[config.mk]
export PLATFORM = sky130hd
export DESIGN_NAME = cart_bus_arb
export DESIGN_NICKNAME = d
export VERILOG_FILES = /design/src/rtl/cart_pkg.sv /design/src/rtl/cart_dma_seq.sv /design/src/rtl/cart_bus_arb.sv
export SDC_FILE = /design/constraint.sdc
export NUM_CORES = 1
export LEC_CHECK = 0
export CORE_MARGIN = 1
export CORE_UTILIZATION = 52
export CTS_BUF_LIST = sky130_fd_sc_hd__clkbuf_8
export DETAILED_ROUTE_END_ITERATION = 6
export PLACE_DENSITY = 0.94
export SYNTH_ARGS = -nofsm -noshare
export SYNTH_HDL_FRONTEND = slang
export SYNTH_SLANG_ARGS = --single-unit
[constraint.sdc]
create_clock -name clk_8m -period 3.4 [get_ports clk_8m]
set_clock_uncertainty 0.05 [all_clocks]
set_input_delay 0.34 -clock clk_8m [delete_from_list [all_inputs] [get_ports clk_8m]]
set_output_delay 0.34 -clock clk_8m [all_outputs]
set_load 0.005 [all_outputs]
[src/rtl/cart_pkg.sv]
// Shared types and constants for the cartridge bus arbiter and its DMA sequencer.
package cart_pkg;

  typedef enum logic [1:0] {
    IDLE,
    ISSUE,
    WAIT,
    DONE
  } arb_state_t;

  typedef enum logic {
    OWN_CPU,
    OWN_DMA
  } owner_t;

  localparam int DMA_LEN_DEFAULT = 160;

endpackage

[src/rtl/cart_dma_seq.sv]
// OAM DMA sequencer: tracks the active transfer, its source page and byte index,
// and handles restarts that land while a DMA byte is still on the bus.
module cart_dma_seq
  import cart_pkg::*;
#(
  parameter int DMA_LEN = DMA_LEN_DEFAULT
) (
  input  logic        clk_8m,
  input  logic        rst_n,
  input  logic        dma_start,
  input  logic [7:0]  dma_src_hi,
  input  logic        byte_done,
  input  logic        in_flight,
  output logic        active,
  output logic        req,
  output logic [15:0] addr
);

  localparam logic [7:0] LAST_IDX = 8'(DMA_LEN - 1);

  logic [7:0] src_hi;
  logic [7:0] idx;
  logic       restart_pend;

  // A start arriving mid-byte must not let that byte's completion advance the fresh index.
  always_ff @(posedge clk_8m) begin
    if (!rst_n) begin
      active       <= 1'b0;
      src_hi       <= 8'h00;
      idx          <= 8'h00;
      restart_pend <= 1'b0;
    end else if (dma_start) begin
      active       <= 1'b1;
      src_hi       <= dma_src_hi;
      idx          <= 8'h00;
      restart_pend <= in_flight;
    end else if (byte_done) begin
      if (restart_pend) begin
        restart_pend <= 1'b0;
      end else if (idx == LAST_IDX) begin
        active <= 1'b0;
        idx    <= 8'h00;
      end else begin
        idx <= idx + 8'd1;
      end
    end
  end

  // A start pulse is visible to the arbiter in the same cycle, ahead of the latched page.
  assign req  = dma_start | active;
  assign addr = dma_start ? {dma_src_hi, 8'h00} : {src_hi, idx};

endmodule

[src/rtl/cart_bus_arb.sv]
// Cartridge bus arbiter: grants cart-space accesses to the CPU or the OAM DMA,
// issues one-cycle rd/wr strobes, waits out the interface busy and returns data.
module cart_bus_arb
  import cart_pkg::*;
#(
  parameter int DMA_LEN = DMA_LEN_DEFAULT
) (
  input  logic        clk_8m,
  input  logic        rst_n,
  input  logic [15:0] cpu_addr,
  input  logic [7:0]  cpu_din,
  input  logic        cpu_rd,
  input  logic        cpu_wr,
  output logic [7:0]  cpu_dout,
  output logic        cpu_ack,
  output logic        cpu_busy,
  input  logic        dma_start,
  input  logic [7:0]  dma_src_hi,
  output logic        dma_active,
  output logic        oam_we,
  output logic [7:0]  oam_addr,
  output logic [7:0]  oam_data,
  output logic [15:0] cart_addr,
  output logic [7:0]  cart_din,
  output logic        cart_rd,
  output logic        cart_wr,
  input  logic        cart_busy,
  input  logic [7:0]  cart_dout
);

  arb_state_t  state, state_nx;
  owner_t      owner, owner_nx;
  logic        is_rd, is_rd_nx;
  logic [15:0] cart_addr_nx;
  logic [7:0]  cart_din_nx;
  logic        cart_rd_nx, cart_wr_nx;
  logic [7:0]  cpu_dout_nx;
  logic        cpu_ack_nx;
  logic        oam_we_nx;
  logic [7:0]  oam_addr_nx, oam_data_nx;
  logic        dma_req;
  logic [15:0] dma_addr;
  logic        byte_done;
  logic        dma_in_flight;

  assign dma_in_flight = (owner == OWN_DMA) && ((state == ISSUE) || (state == WAIT));
  assign byte_done     = (state == DONE) && (owner == OWN_DMA);
  assign cpu_busy      = (cpu_rd | cpu_wr) & ~cpu_ack;

  cart_dma_seq #(
    .DMA_LEN(DMA_LEN)
  ) u_dma_seq (
    .clk_8m    (clk_8m),
    .rst_n     (rst_n),
    .dma_start (dma_start),
    .dma_src_hi(dma_src_hi),
    .byte_done (byte_done),
    .in_flight (dma_in_flight),
    .active    (dma_active),
    .req       (dma_req),
    .addr      (dma_addr)
  );

  // Next-state and next-output logic; every output is computed here one cycle early so it leaves a flop.
  always_comb begin
    state_nx     = state;
    owner_nx     = owner;
    is_rd_nx     = is_rd;
    cart_addr_nx = cart_addr;
    cart_din_nx  = cart_din;
    cart_rd_nx   = 1'b0;
    cart_wr_nx   = 1'b0;
    cpu_dout_nx  = cpu_dout;
    cpu_ack_nx   = 1'b0;
    oam_we_nx    = 1'b0;
    oam_addr_nx  = oam_addr;
    oam_data_nx  = oam_data;

    case (state)
      IDLE: begin
        if (dma_req) begin
          owner_nx     = OWN_DMA;
          is_rd_nx     = 1'b1;
          cart_addr_nx = dma_addr;
          cart_rd_nx   = 1'b1;
          state_nx     = ISSUE;
        end else if (cpu_rd) begin
          owner_nx     = OWN_CPU;
          is_rd_nx     = 1'b1;
          cart_addr_nx = cpu_addr;
          cart_rd_nx   = 1'b1;
          state_nx     = ISSUE;
        end else if (cpu_wr) begin
          owner_nx     = OWN_CPU;
          is_rd_nx     = 1'b0;
          cart_addr_nx = cpu_addr;
          cart_din_nx  = cpu_din;
          cart_wr_nx   = 1'b1;
          state_nx     = ISSUE;
        end
      end
      ISSUE: begin
        state_nx = WAIT;
      end
      WAIT: begin
        if (!cart_busy) begin
          state_nx = DONE;
          if (owner == OWN_CPU) begin
            cpu_ack_nx = 1'b1;
            if (is_rd) begin
              cpu_dout_nx = cart_dout;
            end
          end else begin
            oam_we_nx   = 1'b1;
            oam_addr_nx = cart_addr[7:0];
            oam_data_nx = cart_dout;
          end
        end
      end
      DONE: begin
        state_nx = IDLE;
      end
      default: begin
        state_nx = IDLE;
      end
    endcase
  end

  // State and registered outputs; reset abandons whatever transaction was in progress.
  always_ff @(posedge clk_8m) begin
    if (!rst_n) begin
      state     <= IDLE;
      owner     <= OWN_CPU;
      is_rd     <= 1'b0;
      cart_addr <= 16'h0000;
      cart_din  <= 8'h00;
      cart_rd   <= 1'b0;
      cart_wr   <= 1'b0;
      cpu_dout  <= 8'hFF;
      cpu_ack   <= 1'b0;
      oam_we    <= 1'b0;
      oam_addr  <= 8'h00;
      oam_data  <= 8'h00;
    end else begin
      state     <= state_nx;
      owner     <= owner_nx;
      is_rd     <= is_rd_nx;
      cart_addr <= cart_addr_nx;
      cart_din  <= cart_din_nx;
      cart_rd   <= cart_rd_nx;
      cart_wr   <= cart_wr_nx;
      cpu_dout  <= cpu_dout_nx;
      cpu_ack   <= cpu_ack_nx;
      oam_we    <= oam_we_nx;
      oam_addr  <= oam_addr_nx;
      oam_data  <= oam_data_nx;
    end
  end

endmodule
Yosys cells after proc, flatten, opt, wreduce, memory -nomap -nowiden
Cells that the tools add are included.
{"block": "word_totals", "ff_bits": 74, "wordCells": 80, "out_inout_bits": 54, "in_bits": 46}
{"block": "classes", "n_eq_ne": 7, "muxes": 26, "addsub": 1, "n_bitwise": 12, "n_reduce_logical": 18}
{"operator": "$mux W16", "n": 4}
{"operator": "$mux W1", "n": 16}
{"operator": "$not A1 Y1", "n": 9}
{"operator": "$add A8 B1 Y8 const B", "n": 1}
{"operator": "$eq A8 B8 Y1 const B", "n": 1}
{"operator": "$mux W2", "n": 4}
{"operator": "$mux W8", "n": 1}
{"operator": "$pmux W2 S4", "n": 1}
{"operator": "$reduce_and A2 Y1", "n": 4}
{"operator": "$reduce_and A4 Y1", "n": 2}
{"operator": "$reduce_and A3 Y1", "n": 2}
{"operator": "$eq A2 B2 Y1 const B", "n": 2}
{"operator": "$ne A2 B2 Y1 const B", "n": 2}
{"operator": "$ne A4 B4 Y1 const B", "n": 1}
{"operator": "$reduce_bool A2 Y1", "n": 2}
{"operator": "$reduce_or A4 Y1", "n": 1}
{"operator": "$reduce_bool A3 Y1", "n": 1}
{"operator": "$reduce_or A3 Y1", "n": 1}
{"operator": "$eq A2 B1 Y1 const B", "n": 1}
{"operator": "$logic_and A1 B1 Y1", "n": 2}
{"operator": "$logic_not A2 Y1", "n": 1}
{"operator": "$or A1 B1 Y1", "n": 2}
{"operator": "$reduce_or A2 Y1", "n": 1}
{"operator": "$and A1 B1 Y1", "n": 1}
{"operator": "$logic_or A1 B1 Y1", "n": 1}

Depth between registers and ports, before layout
{"block": "depth", "ltp_word": 5, "mapped_depth": 7, "depth_no_buf": 5}

Modules after synthesis
Synthesis repeated with hierarchy kept, for this count alone.
{"block": "unflattened", "cells_unflattened": 317, "hier_area_um2": 3186.8}
{"module": "cart_bus_arb", "cells_each": 231, "seq_area_each_um2": 1121.1, "area_per_inst_um2": 2366.0, "n_inst": 1}
{"module": "cart_dma_seq", "cells_each": 86, "seq_area_each_um2": 360.3, "area_per_inst_um2": 820.8, "n_inst": 1}

Worst setup path after synthesis
OpenSTA, ideal clock, no wires.
{"block": "synth_path", "path_kind": "register to register", "start": "register state[0]", "end": "register cpu_dout[0]", "path_stages_with_launch": 7, "path_slack_ns": 1.848, "period_less_slack_ns": 1.552, "setup_ns": 0.119, "n_path_buf": 1, "required_ns": 3.231, "arrival_time_ns": 1.383, "cell_sequence": "dfxtp_1 > inv_1 > ha_1 > nor4bb_1 > buf_2 > mux2i_1 > nand2_1"}
{"block": "synth_between", "elab_chain_cells": 2}
{"element": "start, declared", "line": "cart_bus_arb.sv:31", "text": "arb_state_t state, state_nx;"}
{"element": "start signal, assigned", "line": "cart_bus_arb.sv:145", "text": "state <= state_nx;"}
{"element": "$eq A2 B2 Y1", "line": "cart_bus_arb.sv:79", "text": "case (state)"}
{"element": "$reduce_and A4 Y1 (no source line)"}
{"element": "end signal, assigned", "line": "cart_bus_arb.sv:152", "text": "cpu_dout <= cpu_dout_nx;"}
{"element": "end, declared", "line": "cart_bus_arb.sv:14", "text": "output logic [7:0] cpu_dout,"}
No other way between the ends.
A chain may end at the register's enable or synchronous reset.

Final worst setup path
{"block": "layout_path", "start": "input cpu_wr", "end": "output cpu_busy"}
{"block": "layout_between", "elab_chain_cells": 2}
{"element": "start, declared", "line": "cart_bus_arb.sv:13", "text": "input logic cpu_wr,"}
{"element": "$or A1 B1 Y1", "line": "cart_bus_arb.sv:48", "text": "assign cpu_busy = (cpu_rd | cpu_wr) & ~cpu_ack;"}
{"element": "$and A1 B1 Y1", "line": "cart_bus_arb.sv:48"}
{"element": "end, declared", "line": "cart_bus_arb.sv:16", "text": "output logic cpu_busy,"}
No other way between the ends.

==> metrics.md <==
| Metric | Value |
|---|---|
| GRT Total Usage | 0.257 |
| Cell area after placement | 4300 µm² |
| Static Leak | 1.60 nW |
| Fmax achieved | a little under 500 MHz |
| # port buffers | 99 |
| Crit path cell chain | clkdlybuf4s50_1, nor2_1, nor2_1, clkdlybuf4s50_1 |
| Clock-pin slew on the worst setup and hold paths | approximately 0.070 ns |
| Area leader, netlist | dfxtp_1 |
| Num CTS Buffers | 9 |
| First-pass GRT wire length | 13000 µm |
| Fraction of layout cells with a size suffix above 1 | 0.0901 |
| Clock power share | 0.292 |
| FF-to-FF Start | state[0] |
| Largest net degree at the start of global routing | 57 |
| CTS max path bufs | 2 |
| CP max FO | 6 |
| Post-synth EDFFs | 0 |
| GRT Residual Overflow | 0 |
| Sw frac | 0.306 |
| Buf+Inv Stages, Crit Path | 2 |
| Number of synthesized register bits | 74 |
| Power density over the cells | roughly 490 nW/µm² |
| Pint | 1.53 mW |
| CTS tree | yes |
| Sequential Power Share | 0.462 |
| Row Count | 28 |
| Required time worst endpoint | 3.01 ns |
| Worst Path Class, Setup | in -> out |
| Initial Util | 0.550 |
| DRT Pass-1 Iters | 4 |
| Synth area leaders | dfxtp_1 (44%), mux2i_1 (7.5%), a21boi_0 (5.6%) |
| Hold_ws | 0.399 ns |
| Slew Limit Headroom | 0.565 |
| Core area | 6060 µm² |
| Hpwl dp | 5810 µm |
| Post-CTS Setup Inserts | 0 |
| Slew Viols, Final | 0 |
| WL final | approximately 8000 µm |
| Outcome | complete, no violations |
| Root Driver | clkbuf_8 |
| Synth top cells by count | dfxtp_1 (74), nand2_1 (49), nand3_1 (30), a21boi_0 (25), mux2i_1 (25) |
| Ys flop type | dfxtp_1 |
| Hold Vio Cnt, Final | 0 |
| Fin nets | 490 |
| Post-synthesis async set-or-reset flop share | 0 |
| Tcrit/Tclk final | 0.603 |
| Worst setup SP type | primary input |
| Post-CTS Resized | 0 |
| Worst IR Drop VDD | 0.341 mV |
| # diodes | 0 |
| Detailed router's first-iteration violation count | 187 |
| HP Class | in -> reg |
| Synth cell types | 46 |
| RSZ-0062 raised after global routing | no |
| Share of the synthesized area in the top cell type | 0.445 |
| Reg2reg setup slack | 1.58 ns |
| Die X | 82.0 µm |
| Routed Antenna Nets | 0 |
| Synthesis Warnings | 0 |
| DRC | 0 |
| NetSw | 0.671 mW |
| Fin util | 0.740 |
| Cts hold-fix bufs | 0 |
| Minimum clock period | around 2.0 ns |
| Final setup fails | 0 |
| Post-Syn Area | 3330 µm² |
| Vias in the first global route | about 2800 |
| Filler cell count | 405 |
| Setup_tns | 0 ns |
| Crit path capture type | output pin |
| Worst hold start | rst_n |
| Max_cap viols | 0 |
| Critical path arrival | 1.66 ns |
| WL per Instance | 15.6 µm |
| Placer Congestion | about 0.86 |
| Finished layout cell area | 4490 µm² |
| Post-synthesis sequential area ratio | 0.445 |
| Worst-Margin Slew | roughly 0.65 ns |
| Vias post-DR | 2889 |
| Latest clock arrival within the worst-skew pair | ~0.35 ns |
| Vias/cell | approximately 5.6 |
| Syn Area/Cell | 9.52 µm² |
| Worst setup path start | cpu_wr |
| # clock sinks | 74 |
| I/O pin total | 100 |
| CTS HTree Levels | 3 |
| Post-synthesis cell count | 350 |
| Slowest-stage cell, CP | clkdlybuf4s50_1 |
| Tot Pwr | 2.20 mW |
| Comb pwr share | 0.246 |
| DIE HEIGHT | 82.0 µm |
| Post-Syn Nets | about 400 |
| DIE AREA | between 6000 and 7000 µm² |
| Initial antenna violation count | 0 |
| Top-count cell post-synth | dfxtp_1 |
| Area growth, synth to finish | 34.7% |
| Family with the most delay on the worst path | buffers and inverters |
| CP peak stage delay | 0.66 ns |
[cells by family after synthesis]
logic type | synth area share
fa+ha+maj | 0.0188
simple gates | 0.204
mux | 0.0988
buf+inv | 0.0530
flops | 0.445
compound gates | 0.178
xor+xnor | 0.00263
[cell type report]
type | count | area (µm²) | area share
Clock buffer | 11 | 151 | 0.0338
Multi-Input combinational cell | 245 | 1680 | 0.374
Tap cell | 75 | 93.8 | 0.0209
Clock inverter | 5 | 37.5 | 0.00837
Timing Repair Buffer | 104 | 1020 | 0.228
Sequential cell | 74 | 1480 | 0.330
Inverter | 5 | 18.8 | 0.00418
[cell usage in the layout, fill, tap and decap left out, types with 2 or more instances in the layout]
cell type / n
mux2_2: 7
or3_1: 3
a21oi_1: 6
o31ai_1: 11
ha_1: 5
nand3b_1: 3
o211ai_1: 9
o21ai_0: 19
inv_1: 5
dfxtp_1: 74
clkinvlp_4: 2
and4_1: 2
nor4_1: 2
buf_4: 5
and2_1: 3
nor2b_1: 10
nand2b_1: 7
nand3_1: 30
a21boi_0: 25
clkdlybuf4s50_1: 98
nand2_1: 49
clkbuf_8: 11
nor2_1: 5
mux2i_1: 25
and3_1: 2
[final timing paths]
check                           cells past startpoint             endpoint
worst min-delay path                                2  u_dma_seq.src_hi[1]
worst max register to register                      5          oam_addr[4]
worst max-delay path                                4             cpu_busy
worst min register to register                      2          oam_addr[2]
[metrics by stage]
step / instances / setup slack (ns)
finish: 519 / 1.35
detailed placement: 503 / 1.35
CTS: 519 / 1.35
global placement: 503 / 1.36
global route: 519 / 1.24
floorplan: 350 / 1.85
[registers in the layout, summed over array words and instances (netlist names), 2 cells and up]
register          cells
cart_addr            16
cart_din              8
cpu_dout              8
oam_addr              8
oam_data              8
u_dma_seq.idx         8
u_dma_seq.src_hi      8
state                 2
[power by group through the flow]
| stage | sequential [mW] | combinational [mW] | clock, mW |
|---|---|---|---|
| after global routing | 1.03 | 0.595 | 0.692 |
| after global placement | 1.03 | 0.523 | 0 |
| after detailed placement | 1.03 | 0.541 | 0 |
| final | 1.02 | 0.540 | 0.641 |
| after floorplan | 1.01 | 0.351 | 0 |
| after CTS | 1.01 | 0.542 | 0.650 |
[layer usage]
layer	GRT usage	part of all wire	up-vias	wire length [µm]
li1	-	-	1429	-
met1	0.300	0.41	1364	3320
met2	0.460	0.53	86	4280
met3	0.0533	0.052	10	423
met4	0.0947	0.011	0	91
met5	0	0	-	0
No activity file was read; power rests on OpenSTA's default activity.
